--- src/rtl/muldiv_pkg.sv ---
// Shared encodings for the iterative multiply/divide unit: operation codes,
// FSM states and small decode helpers.
package muldiv_pkg;

  typedef enum logic [1:0] {
    OP_MULT  = 2'b00,
    OP_MULTU = 2'b01,
    OP_DIV   = 2'b10,
    OP_DIVU  = 2'b11
  } op_e;

  typedef enum logic [1:0] {
    S_IDLE = 2'b00,
    S_RUN  = 2'b01,
    S_FIX  = 2'b10,
    S_DONE = 2'b11
  } state_e;

  function automatic logic op_is_div(input op_e o);
    return o[1];
  endfunction

  function automatic logic op_is_signed(input op_e o);
    return ~o[0];
  endfunction

endpackage

--- src/rtl/muldiv_sign_fix.sv ---
// Final sign correction: conditional two's-complement negation of the
// 2*WIDTH product, or of the quotient and remainder independently.
module muldiv_sign_fix
  import muldiv_pkg::*;
#(
  parameter int WIDTH = 32
) (
  input  logic             is_div,
  input  logic             neg_main,
  input  logic             neg_rem,
  input  logic [WIDTH-1:0] hi_in,
  input  logic [WIDTH-1:0] lo_in,
  output logic [WIDTH-1:0] hi_out,
  output logic [WIDTH-1:0] lo_out
);

  logic [2*WIDTH-1:0] prod;
  logic [2*WIDTH-1:0] prod_neg;
  logic [WIDTH-1:0]   quot_neg;
  logic [WIDTH-1:0]   rem_neg;

  assign prod     = {hi_in, lo_in};
  assign prod_neg = ~prod + (2*WIDTH)'(1);
  assign quot_neg = ~lo_in + WIDTH'(1);
  assign rem_neg  = ~hi_in + WIDTH'(1);

  always_comb begin
    hi_out = hi_in;
    lo_out = lo_in;
    if (is_div) begin
      lo_out = neg_main ? quot_neg : lo_in;
      hi_out = neg_rem ? rem_neg : hi_in;
    end else begin
      {hi_out, lo_out} = neg_main ? prod_neg : prod;
    end
  end

endmodule

--- src/rtl/muldiv_unit.sv ---
// Iterative signed/unsigned multiply and divide engine sharing one WIDTH+1-bit
// adder/subtractor; start/busy/done handshake with abort and divide-by-zero.
module muldiv_unit
  import muldiv_pkg::*;
#(
  parameter int WIDTH = 32
) (
  input  logic             clk,
  input  logic             reset,
  input  logic             start,
  input  logic [1:0]       op,
  input  logic [WIDTH-1:0] a,
  input  logic [WIDTH-1:0] b,
  input  logic             abort,
  output logic             busy,
  output logic             done,
  output logic             divzero,
  output logic [WIDTH-1:0] hi,
  output logic [WIDTH-1:0] lo
);

  localparam int CW = $clog2(WIDTH);
  localparam logic [WIDTH-1:0] ONE = WIDTH'(1);

  state_e           state_reg, state_next;
  op_e              op_reg;
  logic             sign_a_reg, sign_b_reg, dz_reg;
  logic [WIDTH-1:0] opnd_reg, acc_hi_reg, acc_lo_reg, hi_reg, lo_reg;
  logic [CW-1:0]    count_reg;

  op_e              op_in;
  logic             in_signed, in_div, a_neg, b_neg, b_zero;
  logic [WIDTH-1:0] a_mag, b_mag;

  assign op_in     = op_e'(op);
  assign in_signed = op_is_signed(op_in);
  assign in_div    = op_is_div(op_in);
  assign a_neg     = in_signed & a[WIDTH-1];
  assign b_neg     = in_signed & b[WIDTH-1];
  assign a_mag     = a_neg ? (~a + ONE) : a;
  assign b_mag     = b_neg ? (~b + ONE) : b;
  assign b_zero    = (b == '0);

  // Shared adder: add for shift-add multiply, subtract (carry = no borrow) for divide.
  logic [WIDTH:0]   add_x, add_y;
  logic             add_sub;
  logic [WIDTH+1:0] add_full;

  always_comb begin
    add_x   = {1'b0, acc_hi_reg};
    add_y   = acc_lo_reg[0] ? {1'b0, opnd_reg} : '0;
    add_sub = 1'b0;
    if (op_is_div(op_reg)) begin
      add_x   = {acc_hi_reg, acc_lo_reg[WIDTH-1]};
      add_y   = {1'b0, opnd_reg};
      add_sub = 1'b1;
    end
  end

  assign add_full = {1'b0, add_x} + {1'b0, (add_sub ? ~add_y : add_y)}
                  + {{(WIDTH+1){1'b0}}, add_sub};

  logic [WIDTH-1:0] iter_hi, iter_lo;

  always_comb begin
    iter_hi = add_full[WIDTH:1];
    iter_lo = {add_full[0], acc_lo_reg[WIDTH-1:1]};
    if (op_is_div(op_reg)) begin
      if (add_full[WIDTH+1]) begin
        iter_hi = add_full[WIDTH-1:0];
        iter_lo = {acc_lo_reg[WIDTH-2:0], 1'b1};
      end else begin
        iter_hi = add_x[WIDTH-1:0];
        iter_lo = {acc_lo_reg[WIDTH-2:0], 1'b0};
      end
    end
  end

  logic [WIDTH-1:0] fix_hi, fix_lo;

  muldiv_sign_fix #(.WIDTH(WIDTH)) u_sign_fix (
    .is_div   (op_is_div(op_reg)),
    .neg_main (sign_a_reg ^ sign_b_reg),
    .neg_rem  (sign_a_reg),
    .hi_in    (acc_hi_reg),
    .lo_in    (acc_lo_reg),
    .hi_out   (fix_hi),
    .lo_out   (fix_lo)
  );

  always_ff @(posedge clk or negedge reset) begin
    if (!reset) begin
      state_reg <= S_IDLE;
    end else begin
      state_reg <= state_next;
    end
  end

  always_comb begin
    state_next = state_reg;
    unique case (state_reg)
      S_IDLE: begin
        if (start) begin
          state_next = (in_div && b_zero) ? S_DONE : S_RUN;
        end
      end
      S_RUN: begin
        if (abort) begin
          state_next = S_IDLE;
        end else if (count_reg == '0) begin
          state_next = S_FIX;
        end
      end
      S_FIX:   state_next = abort ? S_IDLE : S_DONE;
      S_DONE:  state_next = S_IDLE;
      default: state_next = S_IDLE;
    endcase
  end

  always_comb begin
    busy    = (state_reg != S_IDLE);
    done    = (state_reg == S_DONE);
    divzero = (state_reg == S_DONE) && dz_reg;
  end

  // Operand latch, iteration registers and result registers.
  always_ff @(posedge clk or negedge reset) begin
    if (!reset) begin
      op_reg     <= OP_MULT;
      sign_a_reg <= 1'b0;
      sign_b_reg <= 1'b0;
      dz_reg     <= 1'b0;
      opnd_reg   <= '0;
      acc_hi_reg <= '0;
      acc_lo_reg <= '0;
      count_reg  <= '0;
      hi_reg     <= '0;
      lo_reg     <= '0;
    end else begin
      unique case (state_reg)
        S_IDLE: begin
          if (start) begin
            op_reg     <= op_in;
            sign_a_reg <= a_neg;
            sign_b_reg <= b_neg;
            dz_reg     <= in_div & b_zero;
            opnd_reg   <= in_div ? b_mag : a_mag;
            acc_hi_reg <= '0;
            acc_lo_reg <= in_div ? a_mag : b_mag;
            count_reg  <= CW'(WIDTH - 1);
          end
        end
        S_RUN: begin
          if (!abort) begin
            acc_hi_reg <= iter_hi;
            acc_lo_reg <= iter_lo;
            count_reg  <= count_reg - CW'(1);
          end
        end
        S_FIX: begin
          if (!abort) begin
            hi_reg <= fix_hi;
            lo_reg <= fix_lo;
          end
        end
        default: ;
      endcase
    end
  end

  assign hi = hi_reg;
  assign lo = lo_reg;

endmodule
--- config.mk ---
export PLATFORM = sky130hd
export DESIGN_NAME = muldiv_unit
export DESIGN_NICKNAME = d
export VERILOG_FILES = /design/src/rtl/muldiv_pkg.sv /design/src/rtl/muldiv_sign_fix.sv /design/src/rtl/muldiv_unit.sv
export SDC_FILE = /design/constraint.sdc
export NUM_CORES = 1
export LEC_CHECK = 0
export CAP_MARGIN = 20
export CORE_MARGIN = 3
export CORE_UTILIZATION = 50
export DETAILED_ROUTE_END_ITERATION = 10
export PLACE_DENSITY = 0.72
export SLEW_MARGIN = 5
export SYNTH_ARGS = -nofsm -noshare
export SYNTH_HDL_FRONTEND = slang
export SYNTH_HIERARCHICAL = 1
export SYNTH_SLANG_ARGS = --single-unit
--- constraint.sdc ---
create_clock -name clk -period 12.6 [get_ports clk]
set_input_delay 2.52 -clock clk [delete_from_list [all_inputs] [get_ports clk]]
set_output_delay 2.52 -clock clk [all_outputs]
set_load 0.02 [all_outputs]
==> flow_metrics.py, run 1 <==
metrics = {
    "synth": {
        "async_flop_share_pct": 100,
        "syn_area_sq_um": 13500,
        "synth_cells": 1588,
        "synth_xor_area_share_pct": 9.83,
        "ys.warnings.count": 6,
        "synth-edff-count": 0,
        "synth_area_per_cell_sq_um": 8.47,
        "synth_mux_area_share_pct": 13.1,
        "synth_compound_area_share_pct": 20.6,
        "yosys.area_share.simple_pct": 17.5,
        "ys_seq_elements": 171,
        "synth_nets": 1696,
        "ys_seq_area_share_pct": 31.8,
        "synth_top_family_by_area": "compound AO/OA/AOI/OAI gates",
        "yosys.cell_types.count": 76,
        "yosys.area_share.adder_pct": 3.59,
        "synth_flop_cell": "dfrtp_1",
    },
    "sta": {
        "hold_viol_final": 0,
        "slew_headroom_pct": 31.3,
        "rsz0062_at_grt": "false",
        "finClkSkew_ns": 0.0173,
        "tns_ns": 0,
        "period_share_pct": 44.6,
        "finalMaxSlewViolations": 0,
        "max_freq_mhz": 178,
        "period_needed_ns": 5.62,
        "fin_ws_ns": 6.98,
        "worst_pin_slew_ns": 1.02,
        "setup_viol": 0,
    },
    "pwr": {
        "finalPower_mw": 4.37,
        "p_per_area_nw_per_um2": 281,
        "vdd_ir_drop_max_uv": 132,
        "p_leak_nw": 6.39,
    },
    "cells_and_area": {
        "nets": 1772,
        "layout_commonest_cell": "dfrtp_1",
        "syn_to_final_growth_pct": 15.8,
        "drive_gt1_share_pct": 13.1,
        "final_cell_mix": "170 x dfrtp_1, 167 x nor2_1, 165 x nand2_1",
        "antennaDiodeCount": 0,
    },
    "placement": {
        "gp_congestion": 0.928,
        "io_buffers": 136,
        "hpwl_microns": 29600,
        "pre_cts_slack_ns": 7.03,
    },
    "die": {
        "die_w_microns": 170,
        "core_sq_um": 26300,
        "io_pins": 137,
        "num_rows": 59,
        "fp.dieH_microns": 170,
        "dieArea_sq_um": 28900,
        "start_util_pct": 51.2,
    },
    "setup_path": {
        "cp.required_ns": 12.96,
        "crit_family": "compound AO/OA/AOI/OAI gates",
        "path_cells": "buf_4, mux2_2, ha_1, a211oi_1, o211ai_1, a21boi_0, o21ai_0, o31ai_2, nand2_1, nor3b_1, a21oi_4, o221ai_1, o21ai_1",
        "start_kind": "flip-flop",
        "crit_type": "reg -> reg",
        "critPathSlowestCell": "dfrtp_4",
        "cp.arrival_ns": 5.98,
        "path_buf_inv": 1,
        "critPathMaxStageDelay_ns": 1.00,
        "worst-path-max-fanout": 78,
        "cp-end-kind": "flip-flop",
    },
    "run_status": {
        "outcome": "completed",
    },
    "clock_tree": {
        "cts_resized": 0,
        "cts.sinks": 171,
        "clk_latency_ns": 0.45,
        "cts_tree": "done",
        "cts_setup_buffers": 0,
        "hold_buffers": 0,
        "path_clk_slew_ns": 0.07,
        "clk_path_buf_depth": 2,
        "cts_buffers": 17,
        "ctsRootBufferMaster": "clkbuf_16",
        "cts_max_level": 4,
    },
    "global_routing": {
        "grt-ovfl-total": 0,
        "grt_max_degree": 110,
        "grt_usage_pct": 27.2,
        "grt_pass1_vias": 11500,
        "antenna_found_initial": 0,
        "grt_pass1_wl_microns": 62900,
    },
    "worst_hold_path": {
        "hold_path.class": "reg -> reg",
    },
    "route": {
        "ant_nets": 0,
        "drt_iter0_drc": 1047,
        "num_vias": 12300,
        "drt-pass1-iter-count": 5,
        "routed_via_density": 6.14,
        "wire_per_inst_microns": 19.8,
        "wirelength_microns": 39800,
        "route.detailed.drc": 0,
    },
    "job": {
        "max_cap_violations": 0,
    },
}
-- power by group --
| part | total (mW) | internal, mW | switching (mW) |
|---|---|---|---|
| Clock | 0.539 | 0.281 | 0.258 |
| Combinational | 2.68 | 1.18 | 1.50 |
| Sequential | 1.15 | 0.791 | 0.359 |
| Total | 4.37 | 2.25 | 2.12 |
-- cell families after synthesis --
| group | Yosys count |
|---|---|
| adders and majority gates | 38 |
| buffers and inverters | 122 |
| muxes | 160 |
| and+or+nand+nor | 499 |
| DFF | 171 |
| xor gates and xnor gates | 151 |
| AOI/OAI and AO/OA | 447 |
-- area by class of cell --
class                           count  area (sq um)
Clock buffer                       17           425
Clock inverter                     14           151
Fill cell                        2359         10700
Inverter                           28           105
Multi-Input combinational cell   1295          8730
Sequential cell                   171          4280
Tap cell                          335           419
Timing Repair Buffer              151          1470
-- worst register-to-register path, stage by stage, from the launching register on --
cell	delay, ns
dfrtp_4	1.00
buf_4	0.88
mux2_2	0.43
ha_1	0.41
a211oi_1	0.35
o211ai_1	0.14
a21boi_0	0.30
o21ai_0	0.18
o31ai_2	0.27
nand2_1	0.18
nor3b_1	0.21
a21oi_4	0.76
o221ai_1	0.23
o21ai_1	0.21
-- through the flow --
stage          instances  hold slack, ns  instance area, sq um  util (%)
3_3_place_gp        1979           0.468                 15000      57.1
2_1_floorplan       1588           0.443                 13500         -
3_5_place_dp        1980           0.479                 15000      57.1
5_1_grt             2011           0.516                 15600      59.3
6_report            2011           0.490                 15600      59.3
4_1_cts             2011           0.496                 15600      59.3
-- final timing paths --
check / startpoint / endpoint / slack, ns / cells past startpoint
min in group asynchronous: reset / lo[5] / 2.00 / 1
max in group asynchronous: reset / acc_hi_reg[17] / 8.62 / 3
hold / removal: dz_reg / dz_reg / 0.49 / 2
hold reg to reg: dz_reg / dz_reg / 0.49 / 2
setup reg to reg: op_reg[1] / acc_hi_reg[5] / 6.98 / 13
setup / recovery: op_reg[1] / acc_hi_reg[5] / 6.98 / 13
-- cells in the mapped netlist, types with 6 or more instances --
library cell    n  area (sq um)
nor3_1         30           150
xor2_1         57           499
inv_1          27           101
and2_1          7          43.8
nor2_1        168           631
nand4_1         7          43.8
o31ai_1        17           128
a21o_1         13          97.6
o221ai_1       23           201
nand2_1       166           623
ha_1           37           463
mux2i_1        30           300
clkbuf_1       74           278
mux2_2        130          1460
a211oi_1       11          82.6
or4_1          13          97.6
o211ai_1        7          52.6
buf_1          10          37.5
and3_1          7          43.8
o221ai_2        6          90.1
o21ai_0       115           576
dfrtp_1       171          4280
buf_2           7          35.0
xnor2_1        94           823
a21oi_1       142           711
or3_1          13          81.3
nand3_1        10          50.1
a31oi_1        12          75.1
nor4_1         18           113
o21a_1          6          45.0
o41ai_1        11          96.3
nor2b_1        16           100
o21ai_1        41           205
nand2b_1       13          81.3
o31a_1          6          52.6
-- per-layer routing --
metal / wire length, microns / up-vias / share of wire, % / global-route usage, %
met5: 0 / - / 0 / 0
met4: 977 / 0 / 2.5 / 7.90
met3: 2680 / 65 / 6.7 / 3.88
met2: 18200 / 462 / 46 / 42.9
met1: 17900 / 5943 / 45 / 39.2
li1: - / 5876 / - / -
Note: power is estimated with default switching activity, not from simulation.
==> inputs of run 2 (changes only) <==
==> constraint.sdc (replaced) <==
create_clock -name clk -period 5.3 [get_ports clk]
set_input_delay 1.06 -clock clk [delete_from_list [all_inputs] [get_ports clk]]
set_output_delay 1.06 -clock clk [all_outputs]
set_load 0.02 [all_outputs]
==> flow_metrics.py, run 2 (same netlist as run 1, synthesis figures left out) <==
metrics = {
    "route": {
        "num_vias": 12200,
        "drt-pass1-iter-count": 7,
        "routed_via_density": 6.04,
        "route.detailed.drc": 0,
        "ant_nets": 0,
        "drt_iter0_drc": 971,
        "wirelength_microns": 39100,
        "wire_per_inst_microns": 19.3,
    },
    "setup_path": {
        "worst-path-max-fanout": 52,
        "r2r-end": "acc_hi_reg[30]",
        "start_kind": "flip-flop",
        "path_cells": "buf_4, mux2_2, ha_1, a21o_1, a221o_1, a41oi_2, a31oi_1, a41oi_2, o21ai_2, a311o_1, a21o_1, a21oi_1, o31ai_2",
        "reg2reg_setup_slack_ns": 0.85,
        "cp.arrival_ns": 4.76,
        "worstRegToRegCells": 13,
        "crit_type": "reg -> reg",
        "critPathMaxStageDelay_ns": 0.79,
        "cp.required_ns": 5.61,
        "crit-reg2reg-launch": "op_reg[1]",
        "critPathSlowestCell": "dfrtp_4",
        "cp-end-kind": "flip-flop",
    },
    "global_routing": {
        "grt_usage_pct": 26.7,
        "grt_pass1_wl_microns": 62000,
        "grt-ovfl-total": 0,
        "grt_max_degree": 107,
        "grt_pass1_vias": 11500,
        "antenna_found_initial": 0,
    },
    "cells_and_area": {
        "layout_commonest_cell": "dfrtp_1",
        "nets": 1778,
        "syn_to_final_growth_pct": 16.5,
        "drive_gt1_share_pct": 13.4,
        "final_cell_mix": "170 x dfrtp_1, 167 x nor2_1, 165 x nand2_1",
    },
    "placement": {
        "io_buffers": 136,
        "hpwl_microns": 29500,
        "gp_congestion": 0.932,
    },
    "sta": {
        "tns_ns": 0,
        "period_needed_ns": 4.45,
        "finClkSkew_ns": 0.0168,
        "finalMaxSlewViolations": 0,
        "period_share_pct": 84.0,
        "rsz0062_at_grt": "false",
        "worst_pin_slew_ns": 1.04,
        "slew_headroom_pct": 30.7,
        "max_freq_mhz": 225,
        "hold_viol_final": 0,
        "whs_ns": 0.495,
        "setup_viol": 0,
    },
    "clock_tree": {
        "cts_max_level": 4,
        "cts_tree": "done",
        "hold_buffers": 0,
        "path_clk_slew_ns": 0.07,
        "cts_buffers": 17,
        "clk_latency_ns": 0.43,
        "cts.sinks": 171,
        "clk_path_buf_depth": 2,
        "ctsRootBufferMaster": "clkbuf_16",
        "cts_setup_buffers": 0,
        "cts_resized": 0,
    },
    "die": {
        "core_sq_um": 26300,
        "num_rows": 59,
        "io_pins": 137,
        "fp.dieH_microns": 170,
        "start_util_pct": 51.2,
        "die_w_microns": 170,
        "dieArea_sq_um": 28900,
    },
    "worst_hold_path": {
        "worstHoldPathCells": 2,
        "hold_end": "dz_reg",
        "hold_path.class": "reg -> reg",
        "min-delay-start": "dz_reg",
    },
    "run_status": {
        "outcome": "completed",
    },
    "pwr": {
        "p_leak_nw": 6.44,
        "vdd_ir_drop_max_uv": 267,
        "p_per_area_nw_per_um2": 665,
    },
    "job": {
        "max_cap_violations": 0,
    },
}
==> run 2: layer usage <==
metal	global-route usage, %	vias to the layer above	routed length [microns]
met4	7.30	0	817
met3	2.46	47	2060
met1	38.9	5845	18000
li1	-	5874	-
met5	0	-	0
met2	42.7	423	18100
==> run 2: where the power goes <==
part | internal (mW) | switching (mW) | total, mW
clock network | 0.644 | 0.624 | 1.27
registers | 1.88 | 0.814 | 2.70
logic | 2.83 | 3.62 | 6.46
==> run 2: metrics by stage <==
stage / power (mW) / worst slack, ns / util, % / std cells / instance area [sq um]
CTS: 10.4 / 0.887 / 59.5 / 2016 / 15600
global route: 11.2 / 0.596 / 59.6 / 2018 / 15700
finish: 10.4 / 0.851 / 59.6 / 2019 / 15700
detailed placement: 9.07 / 0.909 / 57.2 / 1984 / 15000
global placement: 8.94 / 0.958 / 57.2 / 1984 / 15000
floorplan: 7.17 / 0.943 / - / 1588 / 13500
==> run 2: cell type report <==
| type | instances | area (sq um) |
|---|---|---|
| diodes | 1 | 2.50 |
| clock buffers | 18 | 439 |
| clock inverters | 14 | 149 |
| fillers | 2307 | 10600 |
| inverters | 28 | 105 |
| multi-input cells | 1295 | 8720 |
| flip-flops and latches | 171 | 4280 |
| well taps | 335 | 419 |
| repair buffers | 157 | 1550 |
==> run 2: how the worst max path moves through the flow <==
stage	startpoint	end	slack, ns	cells past startpoint
floorplan	op_reg[1]	acc_hi_reg[30]	0.94	15
global placement	op_reg[1]	acc_hi_reg[30]	0.96	13
detailed placement	op_reg[1]	acc_hi_reg[30]	0.91	13
CTS	op_reg[1]	acc_hi_reg[30]	0.89	13
global route	op_reg[1]	acc_hi_reg[30]	0.60	14
finish	op_reg[1]	acc_hi_reg[30]	0.85	13
==> run 2: worst max-delay path, delay by kind of cell, from the launching register on <==
kind                       cells  cell delay (ns)
DFF                            1             0.79
AOI/OAI and AO/OA             10             2.31
adders and majority gates      1             0.37
muxes                          1             0.41
buffers and inverters          1             0.43
==> inputs of run 3 (changes only) <==
--- a/config.mk
+++ b/config.mk
@@ -9,7 +9,7 @@
 export CORE_MARGIN = 3
 export CORE_UTILIZATION = 50
 export DETAILED_ROUTE_END_ITERATION = 10
-export PLACE_DENSITY = 0.72
+export PLACE_DENSITY = 0.74
 export SLEW_MARGIN = 5
 export SYNTH_ARGS = -nofsm -noshare
 export SYNTH_HDL_FRONTEND = slang
==> constraint.sdc (replaced) <==
create_clock -name clk -period 3.9 [get_ports clk]
set_input_delay 0.78 -clock clk [delete_from_list [all_inputs] [get_ports clk]]
set_output_delay 0.78 -clock clk [all_outputs]
set_load 0.02 [all_outputs]
==> flow_metrics.py, run 3 (same netlist as run 1, synthesis figures left out) <==
metrics = {
    "route": {
        "route.detailed.drc": 0,
        "routed_via_density": 6.15,
        "ant_nets": 0,
        "drt-pass1-iter-count": 5,
        "wire_per_inst_microns": 19.6,
        "wirelength_microns": 41000,
        "drt_iter0_drc": 1359,
        "num_vias": 12800,
    },
    "pwr": {
        "vdd_ir_drop_max_uv": 339,
        "p_leak_nw": 6.87,
        "pwr-share-comb_pct": 66.4,
        "p_per_area_nw_per_um2": 925,
        "p_clk_share_pct": 11.0,
        "seqPwrFrac_pct": 22.6,
        "cell_internal_pwr_mw": 8.02,
        "p_switching_mw": 7.31,
        "swShare_pct": 47.7,
    },
    "die": {
        "dieArea_sq_um": 28900,
        "num_rows": 59,
        "core_sq_um": 26300,
        "io_pins": 137,
        "fp.dieH_microns": 170,
        "start_util_pct": 51.2,
        "die_w_microns": 170,
    },
    "placement": {
        "gp_congestion": 0.952,
        "hpwl_microns": 29900,
        "postPlaceCellArea_sq_um": 15500,
        "dp.cells": 2042,
        "io_buffers": 136,
    },
    "sta": {
        "worst_pin_slew_ns": 0.945,
        "setup_viol": 0,
        "period_share_pct": 97.8,
        "slew_headroom_pct": 37.0,
        "max_freq_mhz": 262,
        "hold_viol_final": 0,
        "finClkSkew_ns": 0.0139,
        "finalMaxSlewViolations": 0,
        "period_needed_ns": 3.81,
    },
    "clock_tree": {
        "path_clk_slew_ns": 0.08,
        "cts_tree": "done",
        "ctsRootBufferMaster": "clkbuf_16",
        "hold_buffers": 0,
        "clk_path_buf_depth": 2,
        "cts.sinks": 171,
        "clk_latency_ns": 0.44,
        "cts_buffers": 17,
        "cts_max_level": 4,
    },
    "setup_path": {
        "start_kind": "flip-flop",
        "crit_type": "reg -> reg",
        "cp.arrival_ns": 4.13,
        "cp-end-kind": "flip-flop",
        "cp.required_ns": 4.21,
        "worst-path-max-fanout": 14,
    },
    "cells_and_area": {
        "final_cell_area_sq_um": 16600,
        "drive_gt1_share_pct": 18.5,
        "antennaDiodeCount": 0,
        "instances_no_fill": 2088,
        "syn_to_final_growth_pct": 23.2,
        "fillCellCount": 2226,
        "layout_commonest_cell": "dfrtp_1",
        "nets": 1849,
        "final_cell_mix": "170 x dfrtp_1, 167 x nor2_1, 165 x nand2_1",
    },
    "global_routing": {
        "grt-ovfl-total": 0,
        "grt_pass1_wl_microns": 64500,
        "grt_max_degree": 110,
        "grt_usage_pct": 27.6,
        "antenna_found_initial": 0,
        "grt_pass1_vias": 12100,
    },
    "job": {
        "max_cap_violations": 0,
    },
    "worst_hold_path": {
        "hold_path.class": "in -> async",
    },
    "run_status": {
        "outcome": "completed",
    },
}
[run 3: path summary, 6_finish.rpt]
kind	from	to	slack (ns)	depth (start not counted)
setup / recovery	op_reg[1]	acc_hi_reg[30]	0.09	15
hold / removal	reset	lo[2]	0.33	1
setup reg to reg	op_reg[1]	acc_hi_reg[30]	0.09	15
hold reg to reg	dz_reg	dz_reg	0.49	2
max in group asynchronous	reset	hi[0]	2.69	2
min in group clk	dz_reg	dz_reg	0.49	2
[run 3: cell type report]
cell class / count / area (sq um) / share of cell area [%]
Multi-Input combinational cell: 1295 / 8950 / 54.0
Sequential cell: 171 / 4280 / 25.8
Tap cell: 335 / 419 / 2.53
Inverter: 28 / 105 / 0.634
Clock inverter: 13 / 131 / 0.793
Clock buffer: 18 / 429 / 2.59
Timing Repair Buffer: 228 / 2250 / 13.6
[run 3: critical path, stage by stage (launching register included)]
cell     delay [ns]
dfrtp_4        0.51
buf_12         0.15
buf_12         0.15
mux2_4         0.33
ha_4           0.24
buf_4          0.15
a21o_1         0.20
a221o_1        0.39
a41oi_2        0.25
a31oi_4        0.15
a41oi_4        0.27
o21ai_2        0.12
a311o_1        0.39
a21o_1         0.18
a21oi_2        0.14
o31ai_2        0.06
[run 3: timing repair]
action / in CTS / in global routing
gates resized for setup: 10 / 44
setup buffers: 1 / 10
cloned: 3 / 1
pin swaps: 4 / 21
setup endpoints to repair: 33 / 33
[run 3: power groups by stage]
stage	Combinational, mW	Clock [mW]	Sequential [mW]
after floorplan	6.14	0	3.61
after global placement	9.18	0	3.43
after detailed placement	9.30	0	3.46
after CTS	9.57	1.70	3.43
after global routing	11.0	1.77	3.57
final	10.2	1.69	3.47
[run 3: metal layers]
metal | vias up | track usage (%) | wire (microns)
met3 | 65 | 3.28 | 2810
met2 | 527 | 44.5 | 18900
met5 | - | 0 | 0
li1 | 6033 | - | -
met4 | 0 | 7.37 | 1060
met1 | 6219 | 39.6 | 18200
[run 3: metrics by stage]
| stage | TNS (ns) | setup WS (ns) | total power, mW | hold WS [ns] | util (%) |
|---|---|---|---|---|---|
| final | 0 | 0.0873 | 15.3 | 0.329 | 63.1 |
| after floorplan | 0 | 0.0101 | 9.75 | 0.443 | - |
| after global routing | -0.0346 | -0.0319 | 16.4 | 0.384 | 63.1 |
| after CTS | 0 | 0.00375 | 14.7 | 0.359 | 61.8 |
| after detailed placement | -18.02 | -0.618 | 12.8 | 0.479 | 59.1 |
| after global placement | -8.93 | -0.344 | 12.6 | 0.468 | 59.1 |
